File: src/rtl/dlx_pkg.sv
// dlx_pkg: shared DLX definitions used by the ID/EX operand stage.
//   - ALU opcode encodings (5-bit, matching the integer ALU Op input)
//   - REG_ZERO: architectural zero register index
//   - BUBBLE_OP: opcode driven while the EX slot holds no instruction
package dlx_pkg;

   localparam logic [4:0] ALU_AND    = 5'b00000;
   localparam logic [4:0] ALU_OR     = 5'b00001;
   localparam logic [4:0] ALU_ADD    = 5'b00010;
   localparam logic [4:0] ALU_SUB    = 5'b00011;
   localparam logic [4:0] ALU_XOR    = 5'b00100;
   localparam logic [4:0] ALU_SLL    = 5'b00101;
   localparam logic [4:0] ALU_SRL    = 5'b00110;
   localparam logic [4:0] ALU_SLTU   = 5'b00111;
   localparam logic [4:0] ALU_SLT    = 5'b01000;
   localparam logic [4:0] ALU_SGE    = 5'b01001;
   localparam logic [4:0] ALU_SGT    = 5'b01010;
   localparam logic [4:0] ALU_LHI    = 5'b01100;
   localparam logic [4:0] ALU_ADDF   = 5'b01111;
   localparam logic [4:0] ALU_CVTI2F = 5'b11110;
   localparam logic [4:0] ALU_MOV    = 5'b11111;

   localparam logic [4:0] REG_ZERO   = 5'd0;

   // A bubble is valid=0, wr_en=0, is_load=0 with this opcode.
   localparam logic [4:0] BUBBLE_OP  = ALU_AND;

endpackage

File: src/rtl/fwd_mux.sv
// fwd_mux: 3-way priority operand forward select.
//   rs          - source register index of the operand
//   reg_val     - value captured from the register file
//   exm_*       - EX/MEM forwarding source (highest priority)
//   mwb_*       - MEM/WB forwarding source
//   value       - selected operand
// Index 0 is never forwarded; the register file already reads 0 for it.
module fwd_mux
   import dlx_pkg::*;
#(
   parameter int unsigned DATA_W = 32,
   parameter int unsigned REG_AW = 5
) (
   input  logic [REG_AW-1:0] rs,
   input  logic [DATA_W-1:0] reg_val,
   input  logic [REG_AW-1:0] exm_rd,
   input  logic              exm_wr_en,
   input  logic [DATA_W-1:0] exm_result,
   input  logic [REG_AW-1:0] mwb_rd,
   input  logic              mwb_wr_en,
   input  logic [DATA_W-1:0] mwb_data,
   output logic [DATA_W-1:0] value
);

   always_comb begin
      value = reg_val;
      if (rs != REG_AW'(REG_ZERO)) begin
         if (exm_wr_en && (exm_rd == rs)) begin
            value = exm_result;
         end else if (mwb_wr_en && (mwb_rd == rs)) begin
            value = mwb_data;
         end
      end
   end

endmodule

File: src/rtl/id_ex_operand_stage.sv
// id_ex_operand_stage: ID/EX pipeline register and ALU operand delivery.
//   clk, reset (async, active-high)
//   in_valid/in_ready, id_*      - decoded instruction from ID
//   ex_stall, flush              - downstream hold / squash of the EX slot
//   exm_*, mwb_*                 - EX/MEM and MEM/WB forwarding sources
//   out_valid, alu_a/b, alu_op   - ALU inputs for the EX instruction
//   out_rd/wr_en/is_load/store_data - destination info to EX/MEM
// Build option: DLX_FWD_EN enables operand forwarding with load-use
// stalling; without it the stage interlocks on any RAW against EX or EX/MEM.
module id_ex_operand_stage
   import dlx_pkg::*;
#(
   parameter int unsigned DATA_W = 32,
   parameter int unsigned REG_AW = 5,
   parameter int unsigned OP_W   = 5
) (
   input  logic              clk,
   input  logic              reset,
   input  logic              in_valid,
   output logic              in_ready,
   input  logic [REG_AW-1:0] id_rs1,
   input  logic [REG_AW-1:0] id_rs2,
   input  logic [DATA_W-1:0] id_rs1_val,
   input  logic [DATA_W-1:0] id_rs2_val,
   input  logic [DATA_W-1:0] id_imm,
   input  logic              id_use_imm,
   input  logic [OP_W-1:0]   id_alu_op,
   input  logic [REG_AW-1:0] id_rd,
   input  logic              id_wr_en,
   input  logic              id_is_load,
   input  logic              ex_stall,
   input  logic              flush,
   input  logic [REG_AW-1:0] exm_rd,
   input  logic              exm_wr_en,
   input  logic [DATA_W-1:0] exm_result,
   input  logic [REG_AW-1:0] mwb_rd,
   input  logic              mwb_wr_en,
   input  logic [DATA_W-1:0] mwb_data,
   output logic              out_valid,
   output logic [DATA_W-1:0] alu_a,
   output logic [DATA_W-1:0] alu_b,
   output logic [OP_W-1:0]   alu_op,
   output logic [REG_AW-1:0] out_rd,
   output logic              out_wr_en,
   output logic              out_is_load,
   output logic [DATA_W-1:0] out_store_data
);

   logic              valid_q,   valid_d;
   logic [REG_AW-1:0] rs1_q,     rs1_d;
   logic [REG_AW-1:0] rs2_q,     rs2_d;
   logic [DATA_W-1:0] rs1_val_q, rs1_val_d;
   logic [DATA_W-1:0] rs2_val_q, rs2_val_d;
   logic [DATA_W-1:0] imm_q,     imm_d;
   logic              use_imm_q, use_imm_d;
   logic [OP_W-1:0]   op_q,      op_d;
   logic [REG_AW-1:0] rd_q,      rd_d;
   logic              wr_en_q,   wr_en_d;
   logic              is_load_q, is_load_d;

   logic              hazard;
   logic              load;
   logic [DATA_W-1:0] opa;
   logic [DATA_W-1:0] opb;

   // A flushed EX instruction never creates a hazard.
   logic ex_live;
   assign ex_live = valid_q & ~flush & (rd_q != REG_AW'(REG_ZERO));

`ifdef DLX_FWD_EN
   // Only a load in EX cannot be forwarded in time; any rs2 match stalls.
   assign hazard = ex_live & is_load_q & ((id_rs1 == rd_q) | (id_rs2 == rd_q));

   fwd_mux #(
      .DATA_W (DATA_W),
      .REG_AW (REG_AW)
   ) u_fwd_rs1 (
      .rs         (rs1_q),
      .reg_val    (rs1_val_q),
      .exm_rd     (exm_rd),
      .exm_wr_en  (exm_wr_en),
      .exm_result (exm_result),
      .mwb_rd     (mwb_rd),
      .mwb_wr_en  (mwb_wr_en),
      .mwb_data   (mwb_data),
      .value      (opa)
   );

   fwd_mux #(
      .DATA_W (DATA_W),
      .REG_AW (REG_AW)
   ) u_fwd_rs2 (
      .rs         (rs2_q),
      .reg_val    (rs2_val_q),
      .exm_rd     (exm_rd),
      .exm_wr_en  (exm_wr_en),
      .exm_result (exm_result),
      .mwb_rd     (mwb_rd),
      .mwb_wr_en  (mwb_wr_en),
      .mwb_data   (mwb_data),
      .value      (opb)
   );
`else
   // No bypass: interlock until the producer reaches MEM/WB, whose write
   // the register file returns in the same cycle (write-first).
   logic ex_hit;
   logic exm_hit;
   assign ex_hit  = ex_live & wr_en_q & ((id_rs1 == rd_q) | (id_rs2 == rd_q));
   assign exm_hit = exm_wr_en & (exm_rd != REG_AW'(REG_ZERO)) &
                    ((id_rs1 == exm_rd) | (id_rs2 == exm_rd));
   assign hazard  = ex_hit | exm_hit;

   assign opa = rs1_val_q;
   assign opb = rs2_val_q;

   logic unused_fwd;
   assign unused_fwd = ^{exm_result, mwb_rd, mwb_wr_en, mwb_data, rs1_q, rs2_q};
`endif

   assign in_ready = ~ex_stall & ~hazard;
   assign load     = in_valid & in_ready & ~ex_stall & ~flush;

   always_comb begin
      valid_d   = valid_q;
      rs1_d     = rs1_q;
      rs2_d     = rs2_q;
      rs1_val_d = rs1_val_q;
      rs2_val_d = rs2_val_q;
      imm_d     = imm_q;
      use_imm_d = use_imm_q;
      op_d      = op_q;
      rd_d      = rd_q;
      wr_en_d   = wr_en_q;
      is_load_d = is_load_q;
      if (load) begin
         valid_d   = 1'b1;
         rs1_d     = id_rs1;
         rs2_d     = id_rs2;
         rs1_val_d = id_rs1_val;
         rs2_val_d = id_rs2_val;
         imm_d     = id_imm;
         use_imm_d = id_use_imm;
         op_d      = id_alu_op;
         rd_d      = id_rd;
         wr_en_d   = id_wr_en;
         is_load_d = id_is_load;
      end else if (flush || !ex_stall) begin
         valid_d   = 1'b0;
         wr_en_d   = 1'b0;
         is_load_d = 1'b0;
         op_d      = OP_W'(BUBBLE_OP);
      end
   end

   always_ff @(posedge clk or posedge reset) begin
      if (reset) begin
         valid_q   <= 1'b0;
         rs1_q     <= '0;
         rs2_q     <= '0;
         rs1_val_q <= '0;
         rs2_val_q <= '0;
         imm_q     <= '0;
         use_imm_q <= 1'b0;
         op_q      <= OP_W'(BUBBLE_OP);
         rd_q      <= '0;
         wr_en_q   <= 1'b0;
         is_load_q <= 1'b0;
      end else begin
         valid_q   <= valid_d;
         rs1_q     <= rs1_d;
         rs2_q     <= rs2_d;
         rs1_val_q <= rs1_val_d;
         rs2_val_q <= rs2_val_d;
         imm_q     <= imm_d;
         use_imm_q <= use_imm_d;
         op_q      <= op_d;
         rd_q      <= rd_d;
         wr_en_q   <= wr_en_d;
         is_load_q <= is_load_d;
      end
   end

   assign out_valid      = valid_q;
   assign alu_a          = opa;
   assign alu_b          = use_imm_q ? imm_q : opb;
   assign out_store_data = opb;
   assign alu_op         = valid_q ? op_q : OP_W'(BUBBLE_OP);
   assign out_rd         = valid_q ? rd_q : '0;
   assign out_wr_en      = valid_q & wr_en_q;
   assign out_is_load    = valid_q & is_load_q;

endmodule
File: config.mk
export PLATFORM = sky130hd
export DESIGN_NAME = id_ex_operand_stage
export DESIGN_NICKNAME = d
export VERILOG_FILES = /design/src/rtl/dlx_pkg.sv /design/src/rtl/fwd_mux.sv /design/src/rtl/id_ex_operand_stage.sv
export SDC_FILE = /design/constraint.sdc
export NUM_CORES = 1
export LEC_CHECK = 0
export CAP_MARGIN = 15
export CORE_UTILIZATION = 35
export CTS_CLUSTER_SIZE = 30
export DETAILED_ROUTE_END_ITERATION = 10
export PLACE_DENSITY = 0.78
export SLEW_MARGIN = 0
export SYNTH_ARGS = -nofsm -noshare
export SYNTH_HDL_FRONTEND = slang
export SYNTH_HIERARCHICAL = 1
export SYNTH_SLANG_ARGS = --single-unit
File: constraint.sdc
create_clock -name clk -period 3.95 [get_ports clk]
set_input_delay 0.395 -clock clk [delete_from_list [all_inputs] [get_ports clk]]
set_output_delay 0.395 -clock clk [all_outputs]
set_load 0.01 [all_outputs]
==> results of run 1 <==
path summary, 6_finish.rpt:
path | startpoint | end | slack [ns] | cells past startpoint
max | rd_q[3]$_DFFE_PP0P_ | in_ready | 1.34 | 5
min | reset | imm_q[24]$_DFFE_PP0P_ | 0.39 | 2
max reg2reg | rd_q[3]$_DFFE_PP0P_ | imm_q[25]$_DFFE_PP0P_ | 1.42 | 6
min reg2reg | imm_q[14]$_DFFE_PP0P_ | imm_q[14]$_DFFE_PP0P_ | 0.48 | 1
max in group asynchronous | reset | imm_q[4]$_DFFE_PP0P_ | 2.69 | 3
min in group clk | imm_q[14]$_DFFE_PP0P_ | imm_q[14]$_DFFE_PP0P_ | 0.48 | 1
placed cells by master, fill, tap and decap left out, types with 2 or more instances in the layout:
master           netlist  final
clkbuf_16              0      9
xor2_1                 6      6
mux2_2                42     42
dfrtp_1              110    110
clkdlybuf4s50_1        0    239
clkinvlp_4             0      2
mux2_1                92     92
nand3_1                4      4
xnor2_1               14     14
and2_1                12     12
a22o_1                 7      7
nand2_1                3      3
nor3_1                 3      3
buf_4                  0      3
clkinv_2               0      2
cell usage after synthesis:
master	n	area share
and2_1	12	0.015
a31oi_1	1	0.0013
clkbuf_1	5	0.0039
o22ai_1	1	0.0013
buf_2	1	0.0010
dfrtp_1	110	0.57
a22o_1	7	0.013
nand2_1	3	0.0023
inv_1	2	0.0015
buf_6	10	0.023
xor2_1	6	0.011
o21ai_1	1	0.0010
buf_1	1	0.00077
nor2b_1	1	0.0013
a21oi_1	1	0.0010
a21boi_0	1	0.0015
and4bb_2	1	0.0026
nor3_1	3	0.0031
or4_1	1	0.0015
buf_8	1	0.0031
mux2_1	92	0.21
mux2_2	42	0.098
nor2_1	1	0.00077
nand3_1	4	0.0041
xnor2_1	14	0.025
a21o_1	1	0.0015
power by group through the flow:
stage	clock, µW	combinational, µW	sequential [µW]
global route	932	1260	1510
floorplan	0	435	1530
detailed placement	0	1190	1500
CTS	887	1200	1480
global placement	0	1170	1480
finish	857	1180	1470
layout make-up:
cell class | instances | area (µm²) | area share
Inverter | 2 | 10.0 | 0.00131
Timing Repair Buffer | 243 | 2430 | 0.319
Sequential cell | 110 | 2750 | 0.361
Tap cell | 176 | 220 | 0.0289
Clock buffer | 11 | 243 | 0.0318
Clock inverter | 5 | 33.8 | 0.00443
Multi-Input combinational cell | 193 | 1940 | 0.254
per-layer routing:
metal  GRT usage  up-vias
met5           0        -
met4      0.0711        0
met3      0.0594       16
met2       0.297      131
met1       0.200     1720
li1            -     1606
through the flow:
step,setup WS (ns),std cells,total power [µW],utilization
finish,1.34,740,3510,0.570
global route,1.14,740,3700,0.570
CTS,1.31,740,3560,0.570
detailed placement,1.19,724,2690,0.549
global placement,1.23,724,2650,0.549
floorplan,0.653,323,1970,-
state kept, by name (all words and copies together) (netlist names):
signal	flops
op_q	5
out_store_data	32
rd_q	5
is_load_q	1
out_valid	1
wr_en_q	1
use_imm_q	1
imm_q	32
alu_a	32
cells by family after synthesis:
family / after synthesis
mux: 134
xor+xnor: 20
flops: 110
buf+inv: 20
compound gates: 13
simple gates: 26
worst max-delay path: cells and delay by family (launching register included):
family	cells	cell delay (ns)
AO/OA/AOI/OAI	3	0.36
buffers and inverters	1	0.56
flip-flops	1	0.43
AND/OR/NAND/NOR	1	0.53
==> reports/qor.yml, run 1 <==
synthesis:
  synthSimpleGateAreaFrac: 0.0312
  ys_seq_elements: 110
  netlist_area_um2: 4850
  muxShareOfSynthArea: 0.311
  synthAdderAreaFrac: 0
  synth_seq_area_share: 0.568
  synth_compound_gate_area_share: 0.0204
  syn_area_per_cell_um2: 15.0
  synthXorXnorAreaFrac: 0.0361
  syn_inst: 323
  synthDistinctLibCells: 26
  syn-num-nets: 523
  yosysWarnings: 6
  synth_top_family_by_area: "multiplexers"
timing:
  post-route-min-period_ns: 2.61
  setup_violations: 0
  finalMaxSlewViolations: 0
  worst_slew_pin_slew_ns: 0.604
  holdWs_ns: 0.387
  finalCritPeriodShare: 0.661
  max_freq_mhz: 383
  rsz0062_at_grt: "false"
  final_hold_viol_count: 0
  fin_skew_ns: 0.0113
  tns_ns: 0
  slew_headroom: 0.597
global_route:
  grt_overflow: 0
  grt_max_degree: 111
  track_usage: 0.174
  grt_pass1_wl_mm: 19.4
  antenna_found_initial: 0
  grt_pass1_vias: 3865
die:
  floorplan.initialDensity: 0.362
  top_level_ports: 310
  die_area_um2: 14300
  fp.dieH_um: 120
  die_w_um: 120
  floorplan.core_area_um2: 13400
  row_count: 42
critical_path:
  start_kind: "flop"
  cp.arrival_ns: 2.22
  cp.required_ns: 3.56
  cp_slowest_cell: "clkdlybuf4s50_1"
  worstSetupEndpointType: "output port"
  critical_path.max_stage_delay_ns: 0.56
  critPathMaxFanout: 5
  critical_path_class: "flop to output port"
  crit_path_cell_trace: "or4_1 > o21ai_1 > a21oi_1 > a21boi_0 > clkdlybuf4s50_1"
clock_network:
  post_cts_resized: 0
  cts_inserted_buffers: 9
  cts_root_buffer: "clkbuf_16"
  clk_pin_slew_ns: 0.08
  htreeDepth: 3
  cts_setup_buffers: 0
  cts_hold_buf: 0
  cts_buffer_depth: 2
  tritoncts: "done"
  cts.sinks: 110
  clk_latency_ns: 0.35
power:
  seqPwrFrac: 0.420
  p_clk_frac: 0.244
  p_leak_uw: 0.00310
  p_comb_frac: 0.335
  internal_power_uw: 2540
  power.density_nw_per_um2: 459
  p_sw_frac: 0.275
  peakVddDrop_mv: 0.265
  switchingPower_uw: 965
cells_and_area:
  antennaDiodeCount: 0
  layout-drive-gt1-share: 0.112
  area.growth.synth_to_final_pct: 57.4
  fill_cells: 1122
  nets: 759
  final_design_area_no_fill_um2: 7630
routing:
  ant_nets: 0
  routed.top_layer: "met4"
  vias: 3473
  drtPass1Iterations: 4
  initialDrtViolationCount: 113
  wl_met3_mm: 1.02
  wl_met1_mm: 4.84
  dr_wl_met2_mm: 6.17
  via_per_inst: 4.69
  wirelength_mm: 12.2
  drc: 0
  post_drt_wl_per_cell_um: 16.5
placed_design:
  dpl_cell_area_um2: 7360
  gp_congestion: 0.790
  dp_hpwl_mm: 8.81
  numPortBuffers: 239
job:
  max_cap_viol_count: 0
outcome:
  outcome: "finished clean"
worst_hold_path:
  hold_class: "primary input to asynchronous set/reset pin"
No activity file was read; power rests on OpenSTA's default activity.
==> run 2, diff against run 1 <==
clock period = 2.5 ns   (was 3.95 ns; I/O delays follow)
==> reports/qor.yml, run 2 (synthesis gave the netlist of run 1 again) <==
cells_and_area:
  area.growth.synth_to_final_pct: 59.3
  nets: 763  # +0.53%
  antennaDiodeCount: 0  # unchanged
  fill_cells: 1079  # -3.8%
  final_common_cell: "clkdlybuf4s50_1"
  layout_common_cells: "clkdlybuf4s50_1 (238), dfrtp_1 (110), mux2_1 (92)"
  layout-drive-gt1-share: 0.120  # +0.00802
global_route:
  grt_max_degree: 62  # -44%
  grt_pass1_vias: 3869  # +0.10%
  grt_pass1_wl_mm: 19.7  # +1.1%
  antenna_found_initial: 0  # unchanged
  track_usage: 0.177  # +0.00210
  grt_overflow: 0  # unchanged
routing:
  vias: 3499  # +0.75%
  drc: 0  # unchanged
  ant_nets: 0  # unchanged
  post_drt_wl_per_cell_um: 16.4  # -1.1%
  initialDrtViolationCount: 90  # -20%
  wirelength_mm: 12.2  # -0.55%
  via_per_inst: 4.70  # +0.21%
  drtPass1Iterations: 4  # unchanged
timing:
  holdWs_ns: 0.298  # -0.0895 ns
  tns_ns: 0  # unchanged
  post-route-min-period_ns: 2.35
  worst_slew_pin_slew_ns: 0.571  # -0.0322 ns
  slew_headroom: 0.618  # +0.0215
  rsz0062_at_grt: "false"
  finalCritPeriodShare: 0.940
  max_freq_mhz: 426
  finalMaxSlewViolations: 0  # unchanged
  setup_violations: 0  # unchanged
  fin_skew_ns: 0.0142  # +0.00284 ns
  final_hold_viol_count: 0  # unchanged
die:
  row_count: 42  # unchanged
  floorplan.core_area_um2: 13400  # unchanged
  die_w_um: 120  # unchanged
  die_area_um2: 14300  # unchanged
  fp.dieH_um: 120  # unchanged
  floorplan.initialDensity: 0.362  # unchanged
  top_level_ports: 310  # unchanged
clock_network:
  tritoncts: "done"
  cts_buffer_depth: 2  # unchanged
  htreeDepth: 3  # unchanged
  cts_hold_buf: 0  # unchanged
  clk_pin_slew_ns: 0.08  # about the same
  cts.sinks: 110  # unchanged
  clk_latency_ns: 0.35  # about the same
  cts_setup_buffers: 0  # unchanged
  cts_root_buffer: "clkbuf_16"
  cts_inserted_buffers: 9  # unchanged
critical_path:
  critPathMaxFanout: 61  # +56
  r2r_start: "rd_q[4]$_DFFE_PP0P_"
  r2r_slack_ns: 0.15  # -1.27 ns
  cp.required_ns: 2.72  # -0.84 ns
  critical_path_class: "flop to flop"
  rr_endpoint: "out_store_data[4]$_DFFE_PP0P_"
  cp.arrival_ns: 2.57  # +0.35 ns
  reg2regPathDepth: 6  # unchanged
  start_kind: "flop"
  crit_path_start: "rd_q[4]$_DFFE_PP0P_"
  worstSetupEndpointType: "flop"
worst_hold_path:
  hold_class: "primary input to asynchronous set/reset pin"
power:
  p_leak_uw: 0.00314  # +1.3%
  peakVddDrop_mv: 0.531  # +100%
  power.density_nw_per_um2: 723  # +57%
job:
  max_cap_viol_count: 0  # unchanged
placed_design:
  dp_hpwl_mm: 9.12  # +3.5%
  numPortBuffers: 239  # unchanged
  gp_congestion: 0.843  # +6.7%
outcome:
  outcome: "finished clean"
run 2: cell count changes in the layout (fill, tap and decap cells not counted), sizes merged:
cell	change
clkdlybuf4s50	-1
buf	+4
clkbuf	-1
dlymetal6s2s	+1
clkinvlp	+2
inv	-1
run 2: worst max path at each step:
stage / slack [ns] / to / depth (start not counted)
6_report: 0.15 / out_store_data[4]$_DFFE_PP0P_ / 6
5_1_grt: 0.1 / imm_q[3]$_DFFE_PP0P_ / 6
4_1_cts: 0.04 / in_ready / 5
3_5_place_dp: 0.05 / out_store_data[19]$_DFFE_PP0P_ / 8
3_3_place_gp: 0.1 / out_store_data[15]$_DFFE_PP0P_ / 8
2_1_floorplan: 0.38 / alu_a[0]$_DFFE_PP0P_ / 7
run 2: worst max-delay path, stage by stage (launching register included):
cell	delay, ns
dfrtp_1	0.39
or4_1	0.50
o21ai_1	0.15
a21oi_1	0.07
and4bb_4	0.39
buf_12	0.30
mux2_1	0.37
run 2: metal layers:
layer,track usage,vias to the layer above,part of all wire
li1,-,1614,-
met1,0.198,1715,0.39
met2,0.307,143,0.51
met3,0.0570,27,0.071
met4,0.0750,0,0.027
met5,0,-,0
run 2: what timing repair did:
item / 4_1_cts / 5_1_grt
endpoints found under the setup margin: 0 / 1
gates resized for setup: 0 / 1
hold endpoints to repair: 0 / 0
run 2: layout make-up:
cell class | count | area (µm²) | area share
clock buffers | 10 | 239 | 0.0309
clock inverters | 6 | 45.0 | 0.00583
inverters | 2 | 11.3 | 0.00146
multi-input cells | 193 | 1940 | 0.251
flip-flops and latches | 110 | 2750 | 0.356
well taps | 176 | 220 | 0.0285
repair buffers | 247 | 2520 | 0.326
run 2: per-stage QoR:
step	total power (µW)	instances	utilization	cell area, µm²	setup WS, ns
final	5590	744	0.576	7720	0.151
after global routing	5890	744	0.576	7720	0.0957
after CTS	5680	744	0.576	7720	0.0394
after detailed placement	4280	728	0.555	7440	0.0508
after global placement	4230	728	0.555	7440	0.0960
after floorplan	3110	323	-	4850	0.384
run 2: power by group:
group,internal (µW),switching (µW)
combinational,1220,684
sequential,2120,199
clock,707,657
total,4050,1540
